===== src/rtl/aes_pkg.sv =====
// Shared AES definitions: key-length encodings, key geometry and the
// job scheduler state type.
package aes_pkg;

  localparam logic [1:0] KEY128 = 2'd0;
  localparam logic [1:0] KEY192 = 2'd1;
  localparam logic [1:0] KEY256 = 2'd2;
  localparam logic [1:0] KEYBAD = 2'd3;

  localparam int KW128 = 128;
  localparam int KW192 = 192;
  localparam int KW256 = 256;

  // Nk (key words) / Nr (rounds) pairs per key length.
  localparam int NK128 = 4;
  localparam int NR128 = 10;
  localparam int NK192 = 6;
  localparam int NR192 = 12;
  localparam int NK256 = 8;
  localparam int NR256 = 14;

  typedef enum logic [1:0] {
    ST_IDLE = 2'd0,
    ST_RUN  = 2'd1,
    ST_RESP = 2'd2
  } sched_state_t;

  function automatic logic keylen_legal(input logic [1:0] kl);
    return kl != KEYBAD;
  endfunction

endpackage


===== src/rtl/aes_job_scheduler_if.sv =====
// Requester and response channels of the AES job scheduler.
// Handshake: a transfer occurs on a rising clk edge where valid and ready are both 1;
// req_ready depends combinationally on req_valid, resp_valid never depends on resp_ready.
interface aes_job_scheduler_if #(
  parameter int NREQ = 2,
  parameter int IDW  = 3
);
  logic [NREQ-1:0]     req_valid;
  logic [NREQ-1:0]     req_ready;
  logic [NREQ-1:0]     req_decrypt;
  logic [2*NREQ-1:0]   req_keylen;
  logic [128*NREQ-1:0] req_data;
  logic [256*NREQ-1:0] req_key;
  logic                resp_valid;
  logic                resp_ready;
  logic [IDW-1:0]      resp_id;
  logic [127:0]        resp_data;
  logic                resp_err;

  modport master (
    output req_valid, req_decrypt, req_keylen, req_data, req_key, resp_ready,
    input  req_ready, resp_valid, resp_id, resp_data, resp_err
  );

  modport slave (
    input  req_valid, req_decrypt, req_keylen, req_data, req_key, resp_ready,
    output req_ready, resp_valid, resp_id, resp_data, resp_err
  );
endinterface


===== src/rtl/aes_rr_arbiter.sv =====
// Combinational round-robin arbiter: search starts one past ptr and wraps.
module aes_rr_arbiter #(
  parameter int NREQ = 2,
  parameter int IDW  = 3
) (
  input  logic [NREQ-1:0] req,
  input  logic [IDW-1:0]  ptr,
  output logic [NREQ-1:0] grant,
  output logic [IDW-1:0]  grant_idx,
  output logic            any_req
);
  localparam int AW = (NREQ > 1) ? $clog2(NREQ) : 1;

  logic          found;
  logic [AW-1:0] idx_w;

  always_comb begin
    grant     = '0;
    grant_idx = '0;
    found     = 1'b0;
    idx_w     = '0;
    for (int i = 1; i <= NREQ; i++) begin
      idx_w = AW'((int'(ptr) + i) % NREQ);
      if (!found && req[idx_w]) begin
        found        = 1'b1;
        grant[idx_w] = 1'b1;
        grant_idx    = IDW'(idx_w);
      end
    end
  end

  assign any_req = |req;

endmodule


===== src/rtl/aes_job_scheduler.sv =====
// Round-robin scheduler sharing one combinational AES engine between NREQ
// requesters; holds engine inputs for SETTLE_CYCLES then returns the tagged result.
module aes_job_scheduler
  import aes_pkg::*;
#(
  parameter int NREQ          = 2,
  parameter int SETTLE_CYCLES = 2,
  parameter int IDW           = 3
) (
  input  logic                clk,
  input  logic                reset,
  aes_job_scheduler_if.slave  bus,
  output logic [127:0]        eng_data,
  output logic [255:0]        eng_key,
  output logic [1:0]          eng_keylen,
  output logic                eng_decrypt,
  output logic                eng_busy,
  input  logic [127:0]        eng_result,
  output sched_state_t        state_dbg
);
  localparam int CW = (SETTLE_CYCLES > 1) ? $clog2(SETTLE_CYCLES) : 1;
  localparam logic [CW-1:0] CNT_LOAD = CW'(SETTLE_CYCLES - 1);

  sched_state_t    state, state_n;
  logic [IDW-1:0]  ptr, grant_idx;
  logic [NREQ-1:0] grant;
  logic            any_req, accept, job_legal;
  logic [CW-1:0]   cnt;
  logic [127:0]    sel_data, resp_data_q;
  logic [255:0]    sel_key;
  logic [1:0]      sel_keylen;
  logic            sel_decrypt, resp_err_q;
  logic [IDW-1:0]  resp_id_q;

  aes_rr_arbiter #(.NREQ(NREQ), .IDW(IDW)) u_arb (
    .req       (bus.req_valid),
    .ptr       (ptr),
    .grant     (grant),
    .grant_idx (grant_idx),
    .any_req   (any_req)
  );

  // Grant is one-hot, so a priority-free OR-style select is sufficient.
  always_comb begin
    sel_data    = '0;
    sel_key     = '0;
    sel_keylen  = '0;
    sel_decrypt = 1'b0;
    for (int i = 0; i < NREQ; i++) begin
      if (grant[i]) begin
        sel_data    = bus.req_data[i*128 +: 128];
        sel_key     = bus.req_key[i*256 +: 256];
        sel_keylen  = bus.req_keylen[i*2 +: 2];
        sel_decrypt = bus.req_decrypt[i];
      end
    end
  end

  assign job_legal = keylen_legal(sel_keylen);

  always_ff @(posedge clk) begin
    if (reset) state <= ST_IDLE;
    else       state <= state_n;
  end

  always_comb begin
    state_n = state;
    accept  = 1'b0;
    case (state)
      ST_IDLE: begin
        if (any_req) begin
          accept  = 1'b1;
          state_n = job_legal ? ST_RUN : ST_RESP;
        end
      end
      ST_RUN:  if (cnt == '0) state_n = ST_RESP;
      ST_RESP: if (bus.resp_ready) state_n = ST_IDLE;
      default: state_n = ST_IDLE;
    endcase
  end

  always_ff @(posedge clk) begin
    if (reset) begin
      ptr         <= IDW'(NREQ - 1);
      cnt         <= '0;
      eng_data    <= '0;
      eng_key     <= '0;
      eng_keylen  <= '0;
      eng_decrypt <= 1'b0;
      resp_id_q   <= '0;
      resp_data_q <= '0;
      resp_err_q  <= 1'b0;
    end else if (accept) begin
      ptr       <= grant_idx;
      resp_id_q <= grant_idx;
      if (job_legal) begin
        eng_data    <= sel_data;
        eng_key     <= sel_key;
        eng_keylen  <= sel_keylen;
        eng_decrypt <= sel_decrypt;
        cnt         <= CNT_LOAD;
        resp_err_q  <= 1'b0;
      end else begin
        // Illegal key length bypasses the engine entirely.
        resp_err_q  <= 1'b1;
        resp_data_q <= '0;
      end
    end else if (state == ST_RUN) begin
      if (cnt == '0) resp_data_q <= eng_result;
      else           cnt <= cnt - 1'b1;
    end
  end

  assign bus.req_ready  = (state == ST_IDLE) ? grant : '0;
  assign bus.resp_valid = (state == ST_RESP);
  assign bus.resp_id    = resp_id_q;
  assign bus.resp_data  = resp_data_q;
  assign bus.resp_err   = resp_err_q;
  assign eng_busy       = (state == ST_RUN);
  assign state_dbg      = state;

endmodule


===== src/flat_wrapper.sv =====
// flat-port wrapper written by rule: the top's interface ports become plain ports
module aes_job_scheduler_flat import aes_pkg::*;
#(
  parameter int NREQ          = 2,
  parameter int SETTLE_CYCLES = 2,
  parameter int IDW           = 3
)
  (clk, reset, eng_data, eng_key, eng_keylen, eng_decrypt, eng_busy, eng_result, state_dbg, bus_req_valid, bus_req_decrypt, bus_req_keylen, bus_req_data, bus_req_key, bus_resp_ready, bus_req_ready, bus_resp_valid, bus_resp_id, bus_resp_data, bus_resp_err);
  aes_job_scheduler_if #(.NREQ(NREQ), .IDW(IDW)) bus_i ();
  input  logic clk;
  input  logic reset;
  output logic [127:0] eng_data;
  output logic [255:0] eng_key;
  output logic [1:0] eng_keylen;
  output logic eng_decrypt;
  output logic eng_busy;
  input  logic [127:0] eng_result;
  output sched_state_t state_dbg;
  input wire logic [$bits(bus_i.req_valid)-1:0] bus_req_valid;
  input wire logic [$bits(bus_i.req_decrypt)-1:0] bus_req_decrypt;
  input wire logic [$bits(bus_i.req_keylen)-1:0] bus_req_keylen;
  input wire logic [$bits(bus_i.req_data)-1:0] bus_req_data;
  input wire logic [$bits(bus_i.req_key)-1:0] bus_req_key;
  input wire logic [$bits(bus_i.resp_ready)-1:0] bus_resp_ready;
  output wire logic [$bits(bus_i.req_ready)-1:0] bus_req_ready;
  output wire logic [$bits(bus_i.resp_valid)-1:0] bus_resp_valid;
  output wire logic [$bits(bus_i.resp_id)-1:0] bus_resp_id;
  output wire logic [$bits(bus_i.resp_data)-1:0] bus_resp_data;
  output wire logic [$bits(bus_i.resp_err)-1:0] bus_resp_err;
  assign bus_i.req_valid = bus_req_valid;
  assign bus_i.req_decrypt = bus_req_decrypt;
  assign bus_i.req_keylen = bus_req_keylen;
  assign bus_i.req_data = bus_req_data;
  assign bus_i.req_key = bus_req_key;
  assign bus_i.resp_ready = bus_resp_ready;
  assign bus_req_ready = bus_i.req_ready;
  assign bus_resp_valid = bus_i.resp_valid;
  assign bus_resp_id = bus_i.resp_id;
  assign bus_resp_data = bus_i.resp_data;
  assign bus_resp_err = bus_i.resp_err;
  aes_job_scheduler #(.NREQ(NREQ), .SETTLE_CYCLES(SETTLE_CYCLES), .IDW(IDW)) u_core (.clk(clk), .reset(reset), .bus(bus_i), .eng_data(eng_data), .eng_key(eng_key), .eng_keylen(eng_keylen), .eng_decrypt(eng_decrypt), .eng_busy(eng_busy), .eng_result(eng_result), .state_dbg(state_dbg));
endmodule

===== config.mk =====
export PLATFORM = sky130hd
export DESIGN_NAME = aes_job_scheduler_flat
export DESIGN_NICKNAME = d
export VERILOG_FILES = /design/src/rtl/aes_pkg.sv /design/src/rtl/aes_job_scheduler_if.sv /design/src/rtl/aes_rr_arbiter.sv /design/src/rtl/aes_job_scheduler.sv /design/src/flat_wrapper.sv
export SDC_FILE = /design/constraint.sdc
export NUM_CORES = 1
export LEC_CHECK = 0
export BUFFER_PORTS_ARGS = -buffer_cell sky130_fd_sc_hd__buf_2
export CAP_MARGIN = 20
export CORE_AREA = 2 2 553 555
export DETAILED_ROUTE_END_ITERATION = 10
export DIE_AREA = 0 0 555 557
export PLACE_DENSITY_LB_ADDON = 0.12
export SETUP_SLACK_MARGIN = 0.02
export SLEW_MARGIN = 20
export SYNTH_ARGS = -nofsm -noshare
export SYNTH_HDL_FRONTEND = slang
export SYNTH_HIERARCHICAL = 1
export SYNTH_SLANG_ARGS = --single-unit

===== constraint.sdc =====
create_clock -name clk -period 2.7 [get_ports clk]
set_clock_uncertainty 0.15 [all_clocks]
set_input_delay 0.54 -clock clk [delete_from_list [all_inputs] [get_ports clk]]
set_output_delay 0.54 -clock clk [all_outputs]
set_load 0.1 [all_outputs]

# --- After elaboration in Yosys (flattened, before gate mapping) ---
# Cells that the tools add are included.
classes:
  magnitude_cmp: 4
  reduce_logical: 11
  n_addsub: 3
  n_mux: 38
  bitwise: 1
  eq_ne: 9
ops:
  columns: ["operator", "count"]
  rows:
  - ["128-bit two-way mux", 6]
  - ["256-bit two-way mux", 2]
  - ["1-bit two-way mux", 18]
  - ["2-bit two-way mux", 9]
  - ["2-bit != test, second input constant", 5]
  - ["2-bit case mux with 3 select lines", 1]
  - ["3-bit AND reduction", 2]
  - ["1-bit by 2-bit less-than comparator with 1-bit output, second input constant", 2]
  - ["2-bit by 1-bit != test with 1-bit output, second input constant", 2]
  - ["2-bit AND reduction", 2]
  - ["1-bit logical AND", 3]
  - ["1-bit adder, second input constant", 2]
  - ["1-bit demux with 1-bit select", 2]
  - ["2-bit by 1-bit equality test with 1-bit output, second input constant", 1]
  - ["2-bit equality test, second input constant", 1]
  - ["1-bit >= comparator, second input constant", 2]
  - ["2-bit logical NOT", 1]
  - ["2-bit OR", 1]
  - ["2-bit nonzero test", 1]
  - ["2-bit OR reduction", 1]
  - ["1-bit logical NOT", 1]
  - ["1-bit subtractor, second input constant", 1]
word_totals:
  inputBits: 907
  reg_bits: 521
  output_inout_bits: 525
  word_cells: 76

# --- Longest topological paths before layout ---
# Gate-level depths: netlist (run 1).
logic_depth:
  ltp_word: 14
  ltp_mapped: 9
  ltp_nobuf: 5

# --- Cells and area by module ---
# Netlist (run 1), hierarchy kept.
by_module_without_submodules:
  columns: ["module", "seq_area_each_um2", "instances", "area_per_inst_um2", "cells_per_inst"]
  rows:
  - ["aes_job_scheduler", 10470.0, 1, 24662.4, 2480]
  - ["aes_rr_arbiter", 0.0, 1, 51.3, 8]

# --- Worst setup path before layout (run 1) ---
# Ideal clock, no wire load.
synth_path:
  path_kind: "input -> output"
  start: "input port bus_req_valid[1]"
  end: "output port bus_req_ready[1]"
  n_path_buf: 3
  cell_stages: 5
  required_ns: 2.010
  t_arrival_ns: 3.652
  setup_slack_ns: -1.642
  cell_sequence: "a21boi_0 -> buf_6 -> clkbuf_1 -> clkbuf_1 -> nor3b_1"
synth_via:
  elab_chain_len: 7
  word_cells_on_any_way: 11
  cone_classes: "8 x mux; 1 x bitwise; 2 x reduce/logical"
synth_rtl:
  columns: ["item", "line_no", "rtl"]
  rows:
  - ["from (decl)", "flat_wrapper.sv:19", "input wire logic [$bits(bus_i.req_valid)-1:0] bus_req_valid;"]
  - ["1-bit two-way mux (not written as such) (2 in series)", "aes_rr_arbiter.sv:24", "if (!found && req[idx_w]) begin"]
  - ["1-bit two-way mux", "aes_rr_arbiter.sv:24", null]
  - ["1-bit logical NOT", "aes_rr_arbiter.sv:24", null]
  - ["1-bit logical AND", "aes_rr_arbiter.sv:24", null]
  - ["2-bit two-way mux (*)", "aes_rr_arbiter.sv:24", null]
  - ["2-bit two-way mux (*)", "aes_job_scheduler.sv:114", "assign bus.req_ready = (state == ST_IDLE) ? grant : '0;"]
  - ["to (decl)", "flat_wrapper.sv:25", "output wire logic [$bits(bus_i.req_ready)-1:0] bus_req_ready;"]
# Every way passes the cells marked *; elsewhere a longest branch is shown, timed or not. The select of a mux whose other input is x is not followed.

# --- Worst setup path after layout (run 1) ---
layout_path:
  start: "register u_core.ptr[0]"
  end: "register u_core.eng_key[230]"
layout_via:
  elab_chain_len: 12
  word_cells_on_any_way: 28
  cone_classes: "2 x add/sub; 4 x order compare; 1 x eq/ne; 15 x mux; 1 x bitwise; 5 x reduce/logical"
layout_rtl:
  columns: ["item", "line_no", "rtl"]
  rows:
  - ["from (decl)", "aes_job_scheduler.sv:25", "logic [IDW-1:0] ptr, grant_idx;"]
  - ["from (signal assigned)", "aes_job_scheduler.sv:84", "ptr <= IDW'(NREQ - 1);"]
  - ["from (signal assigned)", "aes_job_scheduler.sv:94", "ptr <= grant_idx;"]
  - ["1-bit adder", "aes_rr_arbiter.sv:23", "idx_w = AW'((int'(ptr) + i) % NREQ);"]
  - ["1-bit by 2-bit less-than comparator with 1-bit output (not written as such) / 1-bit >= comparator (equally long branches)", "aes_rr_arbiter.sv:26", "grant[idx_w] = 1'b1;"]
  - ["1-bit logical AND (not written as such)", "aes_rr_arbiter.sv:26", null]
  - ["1-bit two-way mux (not written as such)", "aes_rr_arbiter.sv:26", null]
  - ["1-bit demux with 1-bit select", "aes_rr_arbiter.sv:26", null]
  - ["2-bit two-way mux", "aes_rr_arbiter.sv:24", null]
  - ["2-bit OR (no line)", null, null]
  - ["2-bit two-way mux (*)", "aes_rr_arbiter.sv:24", null]
  - ["net u_core.grant[0]", "aes_job_scheduler.sv:26", "logic [NREQ-1:0] grant;"]
  - ["2-bit two-way mux (2 in series)", "aes_job_scheduler.sv:50", "if (grant[i]) begin"]
  - ["2-bit != test", "aes_pkg.sv:29", "return kl != KEYBAD;"]
  - ["2-bit AND reduction (no line)", null, null]
  - ["to (signal assigned)", "aes_job_scheduler.sv:98", "eng_key <= sel_key;"]
  - ["to (decl)", "aes_job_scheduler.sv:14", "output logic [255:0] eng_key,"]
# Mark *: on every way through the listed nets, which the timed path passes. The rest lies on a longest branch. The select of a mux whose other input is x is not followed.
# A chain may end at the register's enable or synchronous reset.

==> results of run 1 <==
==> timing repair <==
action                                  4_1_cts  5_1_grt
hold endpoints to repair                    420        0
resized for setup                            17       31
pin swaps                                     2        4
hold buffers                                632        0
gates cloned                                  0        7
endpoints found under the setup margin       12       64
buffers inserted                              2       25
==> registers in the layout, indices dropped and copies added (netlist names) <==
signal / cells
u_core/eng_key: 256
u_core/bus.resp_data: 128
u_core/eng_data: 128
u_core/ptr: 3
u_core/eng_keylen: 2
u_core/state_dbg: 2
u_core/bus.resp_err: 1
u_core/bus.resp_id: 1
u_core/cnt: 1
u_core/eng_decrypt: 1
==> how the worst max path moves through the flow <==
stage | endpoint | slack [ns] | cells after the start
after CTS | bus_req_ready[0] | -0.01 | 5
after global placement | u_core/eng_data[75] | -0.31 | 7
final | u_core/eng_key[230] | 0.02 | 9
after global routing | u_core/eng_data[120] | -0.10 | 8
after detailed placement | u_core/eng_data[75] | -0.28 | 7
after floorplan | eng_busy | -0.18 | 1
==> final cells by class <==
type                    count  share of cell area
inverters                 130              0.0103
diodes                     22             0.00116
flip-flops and latches    523               0.220
well taps                3997               0.105
clock buffers             130              0.0532
clock inverters            22             0.00505
multi-input cells        1458               0.254
repair buffers           2332               0.351
==> per-layer routing <==
| layer | global-route usage | up-vias | part of all wire |
|---|---|---|---|
| li1 | - | 14104 | - |
| met1 | 0.162 | 15236 | 0.41 |
| met2 | 0.217 | 1287 | 0.45 |
| met3 | 0.0609 | 244 | 0.10 |
| met4 | 0.0367 | 24 | 0.027 |
| met5 | 0 | - | 0.00069 |
==> cells by family (layout without fill, tap and decap cells) <==
logic type,after synthesis,after routing,synth area share
other cells,1,24,0.000152
flops,523,523,0.424
compound gates,1297,1297,0.449
simple gates,159,159,0.0345
buf+inv,508,2614,0.0926
==> power by group through the flow <==
stage	logic [mW]	registers, mW	clock network (mW)
after floorplan	4.44	17.6	0
after detailed placement	17.9	9.79	0
after global placement	18.0	9.79	0
after CTS	18.9	9.66	11.8
final	18.8	9.63	11.3
after global routing	19.8	9.78	12.1
==> stage by stage <==
step | cells | hold slack (ns) | setup TNS [ns]
after floorplan | 2489 | 0.287 | -0.524
after global placement | 7781 | 0.297 | -3.03
after detailed placement | 7781 | 0.298 | -2.69
after CTS | 8567 | 0.0000777 | -0.0145
after global routing | 8603 | 0.0247 | -1.14
final | 8614 | 0.0632 | 0
==> worst max-delay path: stages, from the launching register on <==
cell and delay (ns):
dfxtp_4 0.37, inv_2 0.05, a21boi_4 0.16, buf_6 0.13, and2b_4 0.22, buf_12 0.22
buf_12 0.22, a22oi_1 0.12, a211oi_2 0.25, dlygate4sd3_1 0.57
==> layout by cell type (no fill, tap or decap), types with 5 or more instances in the layout <==
| master | Yosys | layout |
|---|---|---|
| buf_6 | 19 | 12 |
| dfxtp_1 | 523 | 520 |
| a211oi_1 | 44 | 44 |
| nand3_1 | 129 | 129 |
| inv_1 | 130 | 128 |
| buf_16 | 0 | 5 |
| clkbuf_1 | 257 | 24 |
| o41ai_1 | 128 | 128 |
| dlygate4sd3_1 | 0 | 622 |
| a31oi_1 | 387 | 382 |
| a21oi_1 | 6 | 6 |
| clkinv_2 | 0 | 11 |
| a211oi_2 | 339 | 339 |
| clkbuf_16 | 0 | 94 |
| buf_4 | 48 | 191 |
| a22oi_1 | 383 | 379 |
| nand2_1 | 11 | 11 |
| buf_2 | 48 | 1420 |
| clkbuf_8 | 0 | 19 |
| buf_12 | 0 | 70 |
| a31oi_2 | 0 | 5 |
| diode_2 | 0 | 22 |
==> flow_summary_export.csv, run 1 <==
group,metric,value,unit
run_status,outcome,"finished clean",
cts,htree_num_levels,3,
timing,period_minus_slack,2.68,ns
worst_setup_path,critPathRequiredTime,3.26,ns
logic_synthesis,synth_commonest_cells,"523 x dfxtp_1, 387 x a31oi_1, 383 x a22oi_1, 339 x a211oi_2, 257 x clkbuf_1",
routing,drc,0,
logic_synthesis,async_reset_ff_frac,0,
cts,cts_max_path_buffers,4,
pwr,finalPower,39.8,mW
min_path,hp-start,"bus_req_key[380]",
worst_setup_path,startpoint,"u_core/ptr[0]",
die,io_pins,1432,
layout,drive_above_1_share,0.479,
worst_setup_path,r2r_cells,9,
timing,setup_viol,0,
timing,hold_violations,0,
routing,detail_route.iter0.violations,1677,
place,place_congestion,0.854,
die,die_area,309000,um2
layout,area_growth,92.5,%
logic_synthesis,synth_area_leaders,"dfxtp_1 42%, a211oi_2 17%, a22oi_1 12%, a31oi_1 9.8%, o41ai_1 4.5%",
layout,design_area,47600,um2
global_route,grt_pass1_vias,31712,
place,port_buffers,1431,
cts,clk_latency,0.80,ns
logic_synthesis,syn_area,24700,um2
cts,clk_pin_slew,0.06,ns
worst_setup_path,crit_path_max_fanout,27,
place,placed_area,37900,um2
flow_run,drv_cap,0,
worst_setup_path,critPathLaunchType,"flip-flop",
routing,vias,30895,
pwr,combinationalPowerShare,0.474,
global_route,antenna_found_initial,71,
die,initial_utilization,0.0813,
cts,cts_root_buf,"clkbuf_16",
routing,postRouteAntennaNets,0,
min_path,min_to,"u_core/eng_key[124]",
pwr,pwr-share-clk,0.284,
layout,seq_area,10500,um2
timing,worst_slew_pin_slew,0.759,ns
logic_synthesis,ys_seq_area_frac,0.424,
logic_synthesis,ys_warn_count,6,
layout,fin_util,0.156,
pwr,sw_frac_of_total,0.494,
pwr,intPower,20.1,mW
timing,slew_headroom,0.497,
worst_setup_path,regToRegSetupSlack,0.02,ns
layout,nets,5438,
routing,vias_per_cell,3.59,
pwr,p_per_area,837,nW/um2
worst_setup_path,r2r_start,"u_core/ptr[0]",
layout,multiInputGateArea,12100,um2
pwr,p_leak,18.9,nW
die,fp.dieH,557,um
worst_setup_path,r2r_end,"u_core/eng_key[230]",
place,place_ws,-0.284,ns
min_path,min_path_type,"input port to flip-flop",
global_route,gr-total-overflow,0,
logic_synthesis,synthCells,2488,
timing,drv_slew,0,
pwr,switching_power,19.7,mW
logic_synthesis,synth.most_common_cell,"dfxtp_1",
layout,fill_cells,34506,
logic_synthesis,synth_flop_cell,"dfxtp_1",
cts,cts_tree,"done",
worst_setup_path,crit_arrival,3.24,ns
routing,wl_per_cell,26.1,um
timing,rsz0062_at_grt,"true",
logic_synthesis,yosysTopAreaCell,"dfxtp_1",
cts,numCtsBuffers,86,
worst_setup_path,path_class,"flip-flop to flip-flop",
logic_synthesis,syn_avg_cell_area,9.93,um2
min_path,whs_path_depth,3,
logic_synthesis,ys_types,38,
die,die_width,555,um
timing,fmax,373,MHz
global_route,grt_start_max_net_pins,87,
place,post-dp-hpwl,177000,um
logic_synthesis,ys_ff_latch,523,
die,rows,203,
logic_synthesis,synth_edf_count,0,
die,coreArea,304000,um2
timing,post-route-period-util,0.994,
worst_setup_path,endpoint_kind,"flip-flop",
cts,clkSinkCount,523,
routing,detail_route.first_pass.iterations,6,
global_route,grt_pass1_wl,289000,um
pwr,ir_drop,0.000422,V
global_route,grt.total_usage,0.135,
routing,wirelength,225000,um
pwr,p_seq_frac,0.242,
logic_synthesis,post-synth-top-area-fraction,0.424,
timing,setup_ws,0.0156,ns
(Power assumes the default switching activity.)
==> run 2, diff against run 1 <==
REMOVE_ABC_BUFFERS = 1   (was unset)
TNS_END_PERCENT = 50   (was unset)
==> run 2 against run 1 <==
Total power down 2.1%. Global-route usage down 1.2 points. Final cell count down 2.3%. Hold slack worse by 0.0081 ns. Sequential cell count unchanged. Critical path depth unchanged. Register-to-register slack better by 0.05 ns. First-iteration DRC count down 7.9%. Clock power about the same. Sequential share of layout area up 1.0 points. Design area down 4.5%. Largest power group unchanged.
==> flow_summary_export.csv, run 2 (synthesis gave the netlist of run 1 again) <==
group,metric,value,unit
timing,fmax,380,MHz
worst_setup_path,endpoint_kind,"flip-flop",
global_route,busiest_layer,"met2",
pwr,p_leak,17.9,nW
cts,cts_tree,"done",
routing,vias_per_cell,3.52,
timing,slew_headroom,0.430,
timing,drv_slew,0,
layout,largest_reg_flops,256,
worst_setup_path,critPathRequiredTime,3.18,ns
global_route,met3_usage,0.0488,
layout,largest_register,"u_core/eng_key",
routing,vias,29600,
worst_setup_path,path_common_cell,"buf_4",
global_route,gr-total-overflow,0,
die,fp.dieH,557,um
global_route,met2_usage,0.214,
cts,cts_setup_buffers,0,
flow_run,drv_cap,0,
cts,clkSinkCount,523,
cts,numCtsBuffers,82,
min_path,whs_path_depth,3,
worst_setup_path,r2r_cells,9,
pwr,finalPower,38.9,mW
place,place_ws,0.00505,ns
run_status,outcome,"finished clean",
cts,clk_latency,0.75,ns
global_route,antenna_found_initial,36,
timing,setup_ws,0.0693,ns
routing,drc,0,
routing,postRouteAntennaNets,0,
place,port_buffers,1431,
layout,final_common_cell,"buf_2",
place,placed_area,37800,um2
timing,period_minus_slack,2.63,ns
layout,nets,5263,
worst_setup_path,cp_slowest_cell,"dlygate4sd3_1",
worst_setup_path,critPathLaunchType,"flip-flop",
timing,setup_viol,0,
worst_setup_path,path_cells,"a21boi_4 -> and2b_4 -> buf_4 -> buf_12 -> buf_6 -> buf_4 -> a22oi_1 -> dlygate4sd3_1 -> a211oi_2",
worst_setup_path,path_class,"flip-flop to flip-flop",
worst_setup_path,cp_num_cells,9,
global_route,grt_start_max_net_pins,66,
routing,detail_route.first_pass.iterations,5,
routing,wl_per_cell,24.0,um
global_route,grt_pass1_wl,267000,um
die,die_area,309000,um2
layout,drive_above_1_share,0.491,
pwr,ir_drop,0.000376,V
place,post-dp-hpwl,163000,um
global_route,use_met1,0.142,
cts,htree_num_levels,3,
worst_setup_path,cp_num_buf_inv,5,
layout,fill_cells,34676,
routing,wirelength,202000,um
routing,detail_route.iter0.violations,1545,
worst_setup_path,crit_path_max_fanout,35,
min_path,min_path_type,"input port to flip-flop",
worst_setup_path,cpPeakStageDelay,0.59,ns
worst_setup_path,crit_arrival,3.11,ns
timing,rsz0062_at_grt,"true",
die,rows,203,
cts,clk_pin_slew,0.06,ns
layout,layout.cells.non_filler,8415,
die,initial_utilization,0.0813,
layout,design_area,45400,um2
timing,post-route-period-util,0.974,
cts,cts_root_buf,"clkbuf_16",
place,place_congestion,0.780,
die,coreArea,304000,um2
global_route,grt_pass1_vias,30705,
timing,worst_slew_pin_slew,0.861,ns
cts,cts_max_path_buffers,4,
die,io_pins,1432,
timing,hold_violations,0,
pwr,p_per_area,858,nW/um2
layout,final_cell_mix,"1419 x buf_2, 520 x dfxtp_1, 474 x dlygate4sd3_1",
die,die_width,555,um
place,place_inst,7792,
worst_setup_path,cp_top_family,"buffers and inverters",
layout,area_growth,83.7,%
global_route,grt.total_usage,0.123,
run 2: changes by cell type in the layout (fill, tap and decap cells not counted), moves of 7 or more:
cell,change
clkbuf_16,-7
clkbuf_1,-8
dlygate4sd3_1,-148
buf_4,+10
buf_6,-10
diode_2,-14
buf_12,-12
run 2: report_power, final:
group	internal, mW	leakage (nW)	total (mW)	switching [mW]
Sequential	8.87	4.31	9.61	0.734
Combinational	4.32	12.3	18.3	14.0
Clock	6.76	1.33	11.1	4.29
run 2: what timing repair did:
item / CTS / global route
pin swaps: 2 / 0
gates cloned: 0 / 3
setup endpoints to repair: 6 / 28
endpoints found under the hold margin: 340 / 0
gates resized for setup: 14 / 4
hold buffers: 474 / 0
run 2: final timing paths:
| check | from | to | slack [ns] |
|---|---|---|---|
| hold / removal | bus_req_key[193] | u_core/eng_key[193] | 0.06 |
| setup / recovery | u_core/ptr[0] | u_core/eng_key[150] | 0.07 |
| hold reg to reg | u_core/bus.resp_data[29] | u_core/bus.resp_data[29] | 0.31 |
| setup reg to reg | u_core/ptr[0] | u_core/eng_key[150] | 0.07 |
run 2: layout make-up:
| class | count | area [um2] | area share |
|---|---|---|---|
| tap | 3997 | 5000 | 0.110 |
| clock inverter | 15 | 215 | 0.00474 |
| sequential | 523 | 10500 | 0.231 |
| clock buffer | 123 | 2480 | 0.0546 |
| multi-input combinational | 1458 | 12000 | 0.265 |
| antenna | 8 | 20.0 | 0.000441 |
| timing repair buffer | 2161 | 14700 | 0.324 |
| inverter | 130 | 490 | 0.0108 |
run 2: worst reg2reg max path, cell delays in order (launching register included):
cell and delay, ns:
dfxtp_4 0.36, a21boi_4 0.19, and2b_4 0.24, buf_4 0.15, buf_12 0.15, buf_6 0.38, buf_4 0.12, a22oi_1 0.13
dlygate4sd3_1 0.59, a211oi_2 0.06
run 2: per-layer routing:
metal | wire length, um | up-vias
met5 | 41 | -
met4 | 4060 | 6
met3 | 19000 | 190
met2 | 98100 | 1194
met1 | 81100 | 14511
li1 | - | 13699
run 2: metrics by stage:
stage	TNS [ns]	util	hold slack, ns
after CTS	-0.0566	0.149	0.000566
after detailed placement	0	0.124	0.303
after global placement	0	0.124	0.295
final	0	0.149	0.0551
after floorplan	-	-	0.305
after global routing	-0.0834	0.149	0.0180
==> run 3, diff against run 2 <==
PLACE_DENSITY_LB_ADDON = unset   (was 0.12)
SLEW_MARGIN = unset   (was 20)
==> run 3 against run 2 <==
Sequential cell count unchanged. Count of clock-buffer cells in the layout is 24 lower. First-iteration DRC count rose by 110%. Design area rose by 1.5%. Wire length up 28%. Register-to-register slack hardly changed. Sequential share of layout area fell by 0.34 points. Critical path type is now flip-flop to output port.
==> flow_summary_export.csv, run 3 (synthesis gave the netlist of run 1 again) <==
group,metric,value,unit
run_status,outcome,"finished clean",
timing,rsz0062_at_grt,"true",
routing,postRouteAntennaNets,0,
cts,numCtsBuffers,72,
routing,drc,0,
global_route,grt.total_usage,0.158,
layout,nets,5340,
layout,layout.cells.non_filler,8578,
place,post-dp-hpwl,219000,um
layout,final_common_cell,"buf_2",
die,die_width,555,um
cts,clk_pin_slew,0.06,ns
layout,drive_above_1_share,0.474,
cts,cts_max_path_buffers,4,
routing,wl_per_cell,30.1,um
place,place_inst,7759,
timing,slew_headroom,0.391,
cts,cts_tree,"done",
place,placed_area,37400,um2
timing,post-route-period-util,0.989,
worst_setup_path,crit_path_max_fanout,4,
global_route,grt_pass1_vias,30852,
global_route,antenna_found_initial,228,
pwr,p_leak,18.1,nW
die,fp.dieH,557,um
layout,design_area,46100,um2
layout,final_cell_mix,"1418 x buf_2, 591 x dlygate4sd3_1, 521 x dfxtp_1",
cts,clk_latency,0.76,ns
place,port_buffers,1431,
pwr,p_per_area,830,nW/um2
timing,period_minus_slack,2.67,ns
routing,vias,32351,
die,die_area,309000,um2
flow_run,drv_cap,0,
worst_setup_path,critPathRequiredTime,2.01,ns
cts,htree_num_levels,3,
cts,clkSinkCount,523,
layout,fin_util,0.152,
worst_setup_path,path_class,"flip-flop to output port",
die,initial_utilization,0.0813,
global_route,gr-total-overflow,0,
worst_setup_path,critPathLaunchType,"flip-flop",
layout,area_growth,86.5,%
timing,fmax,375,MHz
routing,wirelength,259000,um
layout,largest_reg_flops,256,
die,rows,203,
timing,setup_viol,0,
layout,fill_cells,34325,
die,coreArea,304000,um2
routing,detail_route.first_pass.iterations,8,
global_route,grt_start_max_net_pins,94,
timing,hold_violations,0,
timing,drv_slew,0,
global_route,grt_pass1_wl,321000,um
routing,detail_route.iter0.violations,3222,
timing,final.setup.tns,0,ns
routing,vias_per_cell,3.77,
layout,largest_register,"u_core/eng_key",
worst_setup_path,endpoint_kind,"output port",
worst_setup_path,crit_arrival,1.98,ns
worst_setup_path,regToRegSetupSlack,0.06,ns
die,io_pins,1432,
cts,cts_root_buf,"clkbuf_16",
min_path,min_path_type,"input port to flip-flop",
pwr,ir_drop,0.000644,V
place,place_congestion,0.994,
timing,worst_slew_pin_slew,0.914,ns
run 3: cell count changes in the layout (fill, tap and decap cells not counted), sizes merged:
| cell | change |
|---|---|
| dlygate4sd3 | +117 |
| diode | +91 |
| buf | -29 |
| clkbuf | -26 |
| clkinvlp | +7 |
| clkinv | +3 |
| bufinv | -2 |
| bufbuf | +1 |
| inv | +1 |
run 3: what timing repair did:
action,CTS,global route
endpoints found under the setup margin,7,28
hold endpoints to repair,416,0
pin swaps,2,1
setup buffers,2,2
gates resized for setup,16,8
hold buffers,591,0
cloned,1,1
run 3: stage by stage:
stage	setup WS (ns)	power, mW	hold slack (ns)
after floorplan	-45.25	20.8	0.305
after global placement	0.0719	27.6	0.292
after detailed placement	0.0959	27.7	0.301
after CTS	-0.0608	38.6	0.000196
after global routing	-0.0611	39.7	0.0303
final	0.0303	38.3	0.0732
run 3: power by group:
part	internal (mW)	leakage, nW	switching, mW
clock	5.67	1.13	4.14
combinational	4.24	12.6	14.7
sequential	8.87	4.31	0.701
total	18.8	18.1	19.5
run 3: cell type report:
class | count | area, um2 | area share
Timing Repair Buffer | 2248 | 15500 | 0.337
Clock inverter | 24 | 253 | 0.00548
Inverter | 130 | 490 | 0.0106
Sequential cell | 523 | 10500 | 0.227
Clock buffer | 99 | 2070 | 0.0450
Antenna cell | 99 | 248 | 0.00538
Multi-Input combinational cell | 1458 | 12000 | 0.261
Tap cell | 3997 | 5000 | 0.109
run 3: critical path: stages, from the launching register on:
cell and delay, ns:
dfxtp_4 0.37, inv_2 0.04, a21boi_2 0.16, buf_6 0.12
nor3b_4 0.30, buf_12 0.22
run 3: metal layers:
metal	GRT usage	part of all wire
met2	0.229	0.41
met1	0.177	0.38
met5	0	0.0022
met4	0.0746	0.055
met3	0.104	0.16
run 3: worst paths after layout:
path | startpoint | endpoint | cells after the start
worst min-delay path | bus_req_key[220] | u_core/eng_key[220] | 3
worst max register to register | u_core/ptr[0] | u_core/eng_data[103] | 8
worst min register to register | u_core/bus.resp_data[76] | u_core/bus.resp_data[76] | 2
worst max-delay path | u_core/ptr[0] | bus_req_ready[0] | 5
